**config.mk**
```make
export PLATFORM = sky130hd
export DESIGN_NAME = mips_avalon_master
export DESIGN_NICKNAME = d
export VERILOG_FILES = /design/src/rtl/mips_avalon_pkg.sv /design/src/rtl/mips_avalon_lane.sv /design/src/rtl/mips_avalon_master.sv
export SDC_FILE = /design/constraint.sdc
export NUM_CORES = 1
export LEC_CHECK = 0
export ABC_AREA = 1
export BUFFER_PORTS_ARGS = -buffer_cell sky130_fd_sc_hd__buf_2
export CELL_PAD_IN_SITES_DETAIL_PLACEMENT = 0
export CELL_PAD_IN_SITES_GLOBAL_PLACEMENT = 1
export CORE_AREA = 4 4 121 146
export DETAILED_ROUTE_END_ITERATION = 10
export DIE_AREA = 0 0 125 150
export PLACE_DENSITY_LB_ADDON = 0.1
export SYNTH_ARGS = -nofsm -noshare
export SYNTH_HDL_FRONTEND = slang
export SYNTH_SLANG_ARGS = --single-unit
```
**constraint.sdc**
```tcl
create_clock -name clk -period 2.3 [get_ports clk]
set_input_delay 0.23 -clock clk [delete_from_list [all_inputs] [get_ports clk]]
set_output_delay 0.23 -clock clk [all_outputs]
set_load 0.005 [all_outputs]
```
**src/rtl/mips_avalon_pkg.sv**
```systemverilog
`default_nettype none
// ============================================================================
// Module  : mips_avalon_pkg
// Purpose : Shared definitions for the MIPS Avalon-MM master: access-size
//           encodings, FSM state type, byte-enable and alignment helpers.
// Revision: 1.0 - initial release
// ============================================================================
package mips_avalon_pkg;

  // Core access-size encoding (cpu_size); 2'd3 is illegal.
  localparam logic [1:0] SZ_BYTE = 2'd0;
  localparam logic [1:0] SZ_HALF = 2'd1;
  localparam logic [1:0] SZ_WORD = 2'd2;

  typedef enum logic [1:0] {
    ST_IDLE = 2'd0,
    ST_BUS  = 2'd1,
    ST_RESP = 2'd2
  } state_t;

  // Byte lanes touched by an access of the given size at byte offset ofs.
  function automatic logic [3:0] gen_byteenable(input logic [1:0] size,
                                                input logic [1:0] ofs);
    logic [3:0] be;
    case (size)
      SZ_BYTE: be = 4'b0001 << ofs;
      SZ_HALF: be = ofs[1] ? 4'b1100 : 4'b0011;
      SZ_WORD: be = 4'b1111;
      default: be = 4'b0000;
    endcase
    return be;
  endfunction

  // True for accesses that cannot be issued as a single aligned bus cycle,
  // including the illegal size code.
  function automatic logic is_misaligned(input logic [1:0] size,
                                         input logic [1:0] ofs);
    return ((size == SZ_HALF) && ofs[0])
        || ((size == SZ_WORD) && (ofs != 2'b00))
        || (size == 2'd3);
  endfunction

endpackage
`default_nettype wire

```
**src/rtl/mips_avalon_lane.sv**
```systemverilog
`default_nettype none
// ============================================================================
// Module  : mips_avalon_lane
// Purpose : Combinational lane formatter for the Avalon master.
//           Store side: byte enables and lane-replicated write data.
//           Load side : lane select plus zero/sign extension of read data.
// Ports   : st_size, st_ofs, st_wdata -> st_be, st_wdata_rep
//           ld_size, ld_ofs, ld_signed, ld_rdata -> ld_data
// Revision: 1.0 - initial release
// ============================================================================
module mips_avalon_lane
  import mips_avalon_pkg::*;
(
  input  logic [1:0]  st_size,
  input  logic [1:0]  st_ofs,
  input  logic [31:0] st_wdata,
  output logic [3:0]  st_be,
  output logic [31:0] st_wdata_rep,
  input  logic [1:0]  ld_size,
  input  logic [1:0]  ld_ofs,
  input  logic        ld_signed,
  input  logic [31:0] ld_rdata,
  output logic [31:0] ld_data
);

  logic [7:0]  ld_byte;
  logic [15:0] ld_half;

  // Replicating the right-aligned store data across all lanes lets the
  // byte enables alone pick the destination bytes.
  always_comb begin
    st_be = gen_byteenable(st_size, st_ofs);
    case (st_size)
      SZ_BYTE: st_wdata_rep = {4{st_wdata[7:0]}};
      SZ_HALF: st_wdata_rep = {2{st_wdata[15:0]}};
      default: st_wdata_rep = st_wdata;
    endcase
  end

  always_comb begin
    ld_byte = ld_rdata[{ld_ofs, 3'b000} +: 8];
    ld_half = ld_ofs[1] ? ld_rdata[31:16] : ld_rdata[15:0];
    case (ld_size)
      SZ_BYTE: ld_data = {{24{ld_signed & ld_byte[7]}}, ld_byte};
      SZ_HALF: ld_data = {{16{ld_signed & ld_half[15]}}, ld_half};
      default: ld_data = ld_rdata;
    endcase
  end

endmodule
`default_nettype wire

```
**src/rtl/mips_avalon_master.sv**
```systemverilog
`default_nettype none
// ============================================================================
// Module  : mips_avalon_master
// Purpose : Bus interface unit between the MIPS core load/store/fetch port
//           and an Avalon-MM slave. One outstanding transaction at a time.
// Ports   : clk, reset_n (async, active low)
//           core side : cpu_req_valid/ready, cpu_we, cpu_addr, cpu_size,
//                       cpu_signed, cpu_wdata, cpu_rsp_valid, cpu_rdata, cpu_err
//           Avalon    : address, read, write, writedata, byteenable,
//                       waitrequest, readdata
// Revision: 1.0 - initial release
// ============================================================================
module mips_avalon_master
  import mips_avalon_pkg::*;
#(
  parameter int TIMEOUT_CYCLES = 0,
  parameter int CNT_W          = 16
) (
  input  logic        clk,
  input  logic        reset_n,
  input  logic        cpu_req_valid,
  output logic        cpu_req_ready,
  input  logic        cpu_we,
  input  logic [31:0] cpu_addr,
  input  logic [1:0]  cpu_size,
  input  logic        cpu_signed,
  input  logic [31:0] cpu_wdata,
  output logic        cpu_rsp_valid,
  output logic [31:0] cpu_rdata,
  output logic        cpu_err,
  output logic [31:0] address,
  output logic        read,
  output logic        write,
  output logic [31:0] writedata,
  output logic [3:0]  byteenable,
  input  logic        waitrequest,
  input  logic [31:0] readdata
);

  localparam logic             TMO_EN    = (TIMEOUT_CYCLES != 0);
  localparam logic [CNT_W-1:0] TMO_LIMIT = CNT_W'(TIMEOUT_CYCLES);

  state_t           state;
  logic [1:0]       size_q;
  logic [1:0]       ofs_q;
  logic             signed_q;
  logic [CNT_W-1:0] tmo_cnt;
  logic [CNT_W-1:0] tmo_cnt_inc;

  logic [3:0]       st_be;
  logic [31:0]      st_wdata_rep;
  logic [31:0]      ld_data;

  // Store formatting works on the live request; load formatting works on the
  // fields captured at acceptance, since the core may change its inputs.
  mips_avalon_lane u_lane (
    .st_size      (cpu_size),
    .st_ofs       (cpu_addr[1:0]),
    .st_wdata     (cpu_wdata),
    .st_be        (st_be),
    .st_wdata_rep (st_wdata_rep),
    .ld_size      (size_q),
    .ld_ofs       (ofs_q),
    .ld_signed    (signed_q),
    .ld_rdata     (readdata),
    .ld_data      (ld_data)
  );

  assign cpu_req_ready = (state == ST_IDLE);
  assign tmo_cnt_inc   = tmo_cnt + 1'b1;

  always_ff @(posedge clk or negedge reset_n) begin
    if (!reset_n) begin
      state         <= ST_IDLE;
      read          <= 1'b0;
      write         <= 1'b0;
      address       <= '0;
      writedata     <= '0;
      byteenable    <= '0;
      size_q        <= '0;
      ofs_q         <= '0;
      signed_q      <= 1'b0;
      tmo_cnt       <= '0;
      cpu_rsp_valid <= 1'b0;
      cpu_err       <= 1'b0;
      cpu_rdata     <= '0;
    end else begin
      case (state)
        ST_IDLE: begin
          if (cpu_req_valid) begin
            if (is_misaligned(cpu_size, cpu_addr[1:0])) begin
              // Rejected without touching the bus.
              state         <= ST_RESP;
              cpu_rsp_valid <= 1'b1;
              cpu_err       <= 1'b1;
              cpu_rdata     <= '0;
            end else begin
              state      <= ST_BUS;
              address    <= {cpu_addr[31:2], 2'b00};
              byteenable <= st_be;
              writedata  <= st_wdata_rep;
              size_q     <= cpu_size;
              ofs_q      <= cpu_addr[1:0];
              signed_q   <= cpu_signed;
              read       <= ~cpu_we;
              write      <= cpu_we;
            end
          end
        end

        ST_BUS: begin
          // A completing transfer takes priority over an expiring timeout.
          if (!waitrequest) begin
            state         <= ST_RESP;
            read          <= 1'b0;
            write         <= 1'b0;
            cpu_rsp_valid <= 1'b1;
            cpu_err       <= 1'b0;
            cpu_rdata     <= write ? 32'd0 : ld_data;
          end else if (TMO_EN && (tmo_cnt_inc == TMO_LIMIT)) begin
            state         <= ST_RESP;
            read          <= 1'b0;
            write         <= 1'b0;
            cpu_rsp_valid <= 1'b1;
            cpu_err       <= 1'b1;
            cpu_rdata     <= '0;
          end else begin
            tmo_cnt <= tmo_cnt_inc;
          end
        end

        ST_RESP: begin
          state         <= ST_IDLE;
          cpu_rsp_valid <= 1'b0;
          cpu_err       <= 1'b0;
          tmo_cnt       <= '0;
        end

        default: state <= ST_IDLE;
      endcase
    end
  end

endmodule
`default_nettype wire

```
Word-level counts from Yosys, hierarchy flattened. Index checks and enable logic that the tools add are counted.

Output and inout port bits: 105. Logic and storage cells: 69. Register bits: 109. Input bits: 104.

Eq/ne operators: 10. Bitwise gates (word level): 4. Reductions and logical operators: 15. Shift-type cells: 2. Muxes and demuxes: 26.

Operators with widths (number): one-hot mux 32 bit (2 select lines) (3); 2-to-1 mux 32 bit (4); indexed part select 32 x 6 -> 8 bit (1); 2-to-1 mux 16 bit (1); one-hot mux 4 bit (3 select lines) (1); AND reduction 4 bit (3); 2-to-1 mux 1 bit (8); == test 2 x 1 -> 1 bit, second input constant (3); == test 2 bit, second input constant (3); logical NOT 2 bit (3); 2-to-1 mux 2 bit (3); != test 2 bit, second input constant (3); one-hot mux 1 bit (3 select lines) (2); 2-to-1 mux 4 bit (1); one-hot mux 1 bit (2 select lines) (2); one-hot mux 2 bit (2 select lines) (1); nonzero test 2 bit (2); << shifter 1 x 2 -> 4 bit, first input constant (1); AND reduction 3 bit (1); nonzero test 3 bit (1); bitwise AND 1 bit (2); logical AND 1 bit (2); logical OR 1 bit (2); != test 2 x 1 -> 1 bit, second input constant (1); 2 further kinds (3).

Logic depth before layout (Yosys ltp).
Word-level depth: 7. Depth in mapped cells: 11. Depth with buffers taken out: 9.

Hierarchy. Synthesis repeated with hierarchy kept, for this count alone.

Cells, all modules: 816. Area total of the unflattened synthesis: 6113.4 um^2.

By module, submodules not included: mips_avalon_master (area an instance 4858.4 um^2, seq. area each 2727.6 um^2, cells each 578, instances 1); mips_avalon_lane (area an instance 1255.0 um^2, seq. area each 0.0 um^2, cells each 238, instances 1).

Worst setup path before layout. No wires, ideal clock.

Path kind: reg2reg. Start point: reg state[0]. End point: reg cpu_rdata[21]. Arrival time: 1.555 ns. Cell stages (with the launch flop): 11. Data required time: 2.235 ns. Buffers on the path: 1. Period minus slack after synthesis: 1.620 ns. Library setup time: 0.065 ns. Slack: 0.680 ns. Cells stage by stage: dfrtp_1 inv_1 ha_1 nand2_1 nand2_1 nor2_1 nand3_2 buf_2 nor2_1 nand2_1 nand2_1.

Word-level cells in the longest chain between the ends: 3. Elaborated cells on any way between the ends: 8. Classes of those cells: eq/ne: 4; mux: 1; reduce/logical: 3.

RTL lines: start: declaration (line mips_avalon_master.sv:43) `state_t state;`; start signal: assignment (line mips_avalon_master.sv:74) `state <= ST_IDLE;`; start signal: assignment (line mips_avalon_master.sv:93) `state <= ST_RESP;`; start signal: assignment (line mips_avalon_master.sv:98) `state <= ST_BUS;`; logical NOT 2 bit *; named net cpu_req_ready (line mips_avalon_master.sv:22) `output logic cpu_req_ready,`; != test 2 x 1 -> 1 bit (no source line) (tied with other cells); AND reduction 4 bit (no source line); end signal: assignment (line mips_avalon_master.sv:119) `cpu_rdata <= write ? 32'd0 : ld_data;`; end: declaration (line mips_avalon_master.sv:29) `output logic [31:0] cpu_rdata,`.

Mark *: on every way through the listed nets, which the timed path passes. The rest lies on a longest branch. A chain may end at the register's enable or synchronous reset.

Worst setup path after layout.
Start point: reg state[1]. End point: reg writedata[4].

Word-level cells in the longest chain between the ends: 2.

RTL lines: logical NOT 2 bit (line mips_avalon_master.sv:88) `case (state)`; AND reduction 3 bit (no source line); end signal: assignment (line mips_avalon_master.sv:101) `writedata <= st_wdata_rep;`; end: declaration (line mips_avalon_master.sv:34) `output logic [31:0] writedata,`.

Every way passes these cells.

==> metrics.md <==
| Metric | Value |
|---|---|
| Status | complete, no violations |
| Mean routed wirelength per cell | 14.5 um |
| FP Rows | 51 |
| Max IR drop VDD | 0.000439 V |
| Routed Wire Length | 16100 um |
| Vias per inst | 4.54 |
| Final min period | 1.89 ns |
| Worst path max stage delay | around 0.4 ns |
| Met1 Track Usage GR | 0.199 |
| Rel. slew slack | 0.599 |
| Largest net degree at the start of global routing | 110 |
| Total power | 8.28 mW |
| Vias in the first global route | between 5000 and 6000 |
| YS warnings | 0 |
| Total number of clock tree sinks | between 100 and 150 |
| N_diodes | 0 |
| Area of the mapped netlist | 0.00529 mm2 |
| Layout cells sized above 1 | 0.284 |
| CTS tree | yes |
| First-pass GRT wire length | 25900 um |
| Critical path, cell by cell | inv_1 -> ha_1 -> nand3_2 -> nor2_4 -> inv_2 -> buf_12 -> nand2_1 -> o21ai_2 |
| Nets@finish | 1001 |
| PwrDens | ~1200 mW/mm2 |
| Multi-input logic area | 0.00225 mm2 |
| Crit path DAT | 2.13 ns |
| Fmax | 0.528 GHz |
| Number of buffers created by CTS | 9 |
| HP Class | in -> reg |
| Worst Path Required | 2.53 ns |
| Final Slew Violations | 0 |
| Slowest CP cell | dfrtp_1 |
| Routability cong. | 0.854 |
| Met2 Usage GRT | 0.301 |
| Die width | 125 um |
| Setup TNS | 0 ns |
| Flip-flop and latch area | 0.00273 mm2 |
| Yosys reg bits | 109 |
| Met3 Usage GRT | 0.0575 |
| Antenna-violating nets left | 0 |
| I/O pin count | between 200 and 250 |
| Worst setup EP type | register |
| Starting DRT DRC Count | between 200 and 250 |
| Final Skew | 0.00408 ns |
| Worst-skew pair later-pin latency | 0.35 ns |
| Initial antenna violation count | 2 |
| Gr busiest metal | met2 |
| Worst Setup Start Kind | register |
| Final Hold Fails | 0 |
| Post-Syn Instances | 700 |
| FILL cells | 1773 |
| Syn-to-layout area delta | 28.7% |
| Worst-Margin Slew | 0.601 ns |
| Setup repair after global routing missed its margin | no |
| Hold buffers post-CTS | 1 |
| Die H | 150 um |
| Post-synthesis sequential area ratio | 0.516 |
| Core ar. | 0.0162 mm2 |
| Crit-path max FO | 93 |
| GRT overflow | 0 |
| Initial Util | 0.326 |
| Post-CTS Setup Bufs | 0 |
| CTS root buffer | clkbuf_16 |
| Leak | between 4 and 5 nW |
| WS Path Type | reg -> reg |
| DRC Markers | 0 |
| Drt pass-1 iters | 6 |
| Hpwl dp | approximately 12000 um |
| Syn avg cell area | 7.56 um2 |
| H-tree depth | 3 |
| Via count | 5040 |
| Final Cycle Share | 0.823 |
| Setup Viol. Count Final | 0 |
| Overall routing resource usage | 0.171 |
| Netlist cell types | 24 |
| Max-cap violation count | 0 |
| Clock tree buffer depth | 2 |
| Die ar. | 0.0188 mm2 |
| IO buf count | 206 |
| Worst-path clk slew | 0.08 ns |
| # resized after CTS | 0 |
-- worst max-delay path: cells and delay by family (launching register included) --
kind            cells  cell delay (ns)
simple gates        3             0.61
flops               1             0.41
buf+inv             3             0.39
fa+ha+maj           1             0.25
compound gates      1             0.06
-- sequential cells by signal, indices dropped and copies added, names as in the netlist --
register,cells
write,1
writedata,32
cpu_err,1
cpu_rdata,32
state,2
cpu_rsp_valid,1
byteenable,4
ofs_q,2
address,30
signed_q,1
read,1
size_q,2
-- where the power goes --
| group | switching (mW) | internal [mW] | total [mW] |
|---|---|---|---|
| combinational | 1.98 | 1.32 | 3.31 |
| clock | 0.768 | 0.971 | 1.74 |
| sequential | 0.496 | 2.74 | 3.24 |
-- through the flow --
stage                     worst slack [ns]  instances   util  cell area (um2)  hold WS (ns)
final                                0.407       1110  0.420             6810        0.0713
after floorplan                      0.680        701      -             5290       -0.0656
after CTS                            0.390       1110  0.420             6810        0.0602
after detailed placement             0.413       1093  0.399             6470         0.371
after global placement               0.410       1093  0.399             6470         0.370
after global routing                 0.190       1110  0.420             6810        0.0593
-- cell usage in the layout, fill, tap and decap left out --
cell	n
nand2_1	371
buf_2	205
dfrtp_1	109
nor2_1	56
nand3_1	26
o21ai_0	24
inv_1	18
a21oi_1	15
o21ai_2	11
o21ai_1	11
clkbuf_16	9
buf_4	8
inv_2	4
a31oi_1	4
ha_1	4
nand3_2	3
buf_12	3
nor2_4	2
a22oi_1	2
conb_1	2
bufinv_16	2
clkinv_4	2
nand2_2	1
nor2_2	1
or2_2	1
inv_6	1
clkinvlp_4	1
inv_8	1
dlygate4sd3_1	1
-- area by class of cell --
type                    count  area share
inverters                  22      0.0121
repair buffers            217       0.170
clock buffers               9      0.0331
clock inverters             7      0.0154
well taps                 212      0.0389
multi-input cells         534       0.330
flip-flops and latches    109       0.401
-- kinds of logic (layout without fill, tap and decap cells) --
| family | count (synthesis) | in the layout | synth area share |
|---|---|---|---|
| AND/OR/NAND/NOR | 461 | 461 | 0.341 |
| flip-flops | 109 | 109 | 0.516 |
| AO/OA/AOI/OAI | 67 | 67 | 0.0731 |
| buffers and inverters | 58 | 255 | 0.0601 |
| adder cells (fa/ha/maj) | 4 | 4 | 0.00946 |
| other | 1 | 2 | 0.000709 |
-- Yosys cell counts --
| master | n | share of area |
|---|---|---|
| a21oi_1 | 15 | 0.014 |
| a22oi_1 | 2 | 0.0028 |
| a31oi_1 | 4 | 0.0047 |
| buf_1 | 1 | 0.00071 |
| buf_2 | 11 | 0.010 |
| buf_4 | 5 | 0.0071 |
| buf_6 | 9 | 0.019 |
| clkbuf_1 | 10 | 0.0071 |
| conb_1 | 1 | 0.00071 |
| dfrtp_1 | 109 | 0.52 |
| ha_1 | 4 | 0.0095 |
| inv_1 | 18 | 0.013 |
| inv_2 | 4 | 0.0028 |
| nand2_1 | 371 | 0.26 |
| nand2_2 | 1 | 0.0012 |
| nand3_1 | 26 | 0.025 |
| nand3_2 | 3 | 0.0057 |
| nor2_1 | 56 | 0.040 |
| nor2_2 | 1 | 0.0012 |
| nor2_4 | 2 | 0.0043 |
| o21ai_0 | 24 | 0.023 |
| o21ai_1 | 11 | 0.010 |
| o21ai_2 | 11 | 0.018 |
| or2_2 | 1 | 0.0012 |
-- final timing paths --
kind / start / end / slack [ns] / cells past startpoint
hold reg to reg: address[29]$_DFFE_PN0P_ / address[29]$_DFFE_PN0P_ / 0.47 / 2
hold / removal: cpu_addr[15] / address[15]$_DFFE_PN0P_ / 0.07 / 3
setup reg to reg: state[1]$_DFFE_PN0P_ / writedata[4]$_DFFE_PN0P_ / 0.41 / 8
min in group asynchronous: reset_n / read$_DFFE_PN0P_ / 0.49 / 3
max in group asynchronous: reset_n / writedata[15]$_DFFE_PN0P_ / 1.36 / 3
setup / recovery: state[1]$_DFFE_PN0P_ / writedata[4]$_DFFE_PN0P_ / 0.41 / 8
-- routing by layer --
| metal | wire [um] | share of wire |
|---|---|---|
| met5 | 29 | 0.0018 |
| met4 | 226 | 0.014 |
| met3 | 1170 | 0.073 |
| met2 | 8070 | 0.50 |
| met1 | 6640 | 0.41 |
(Power assumes the default switching activity.)
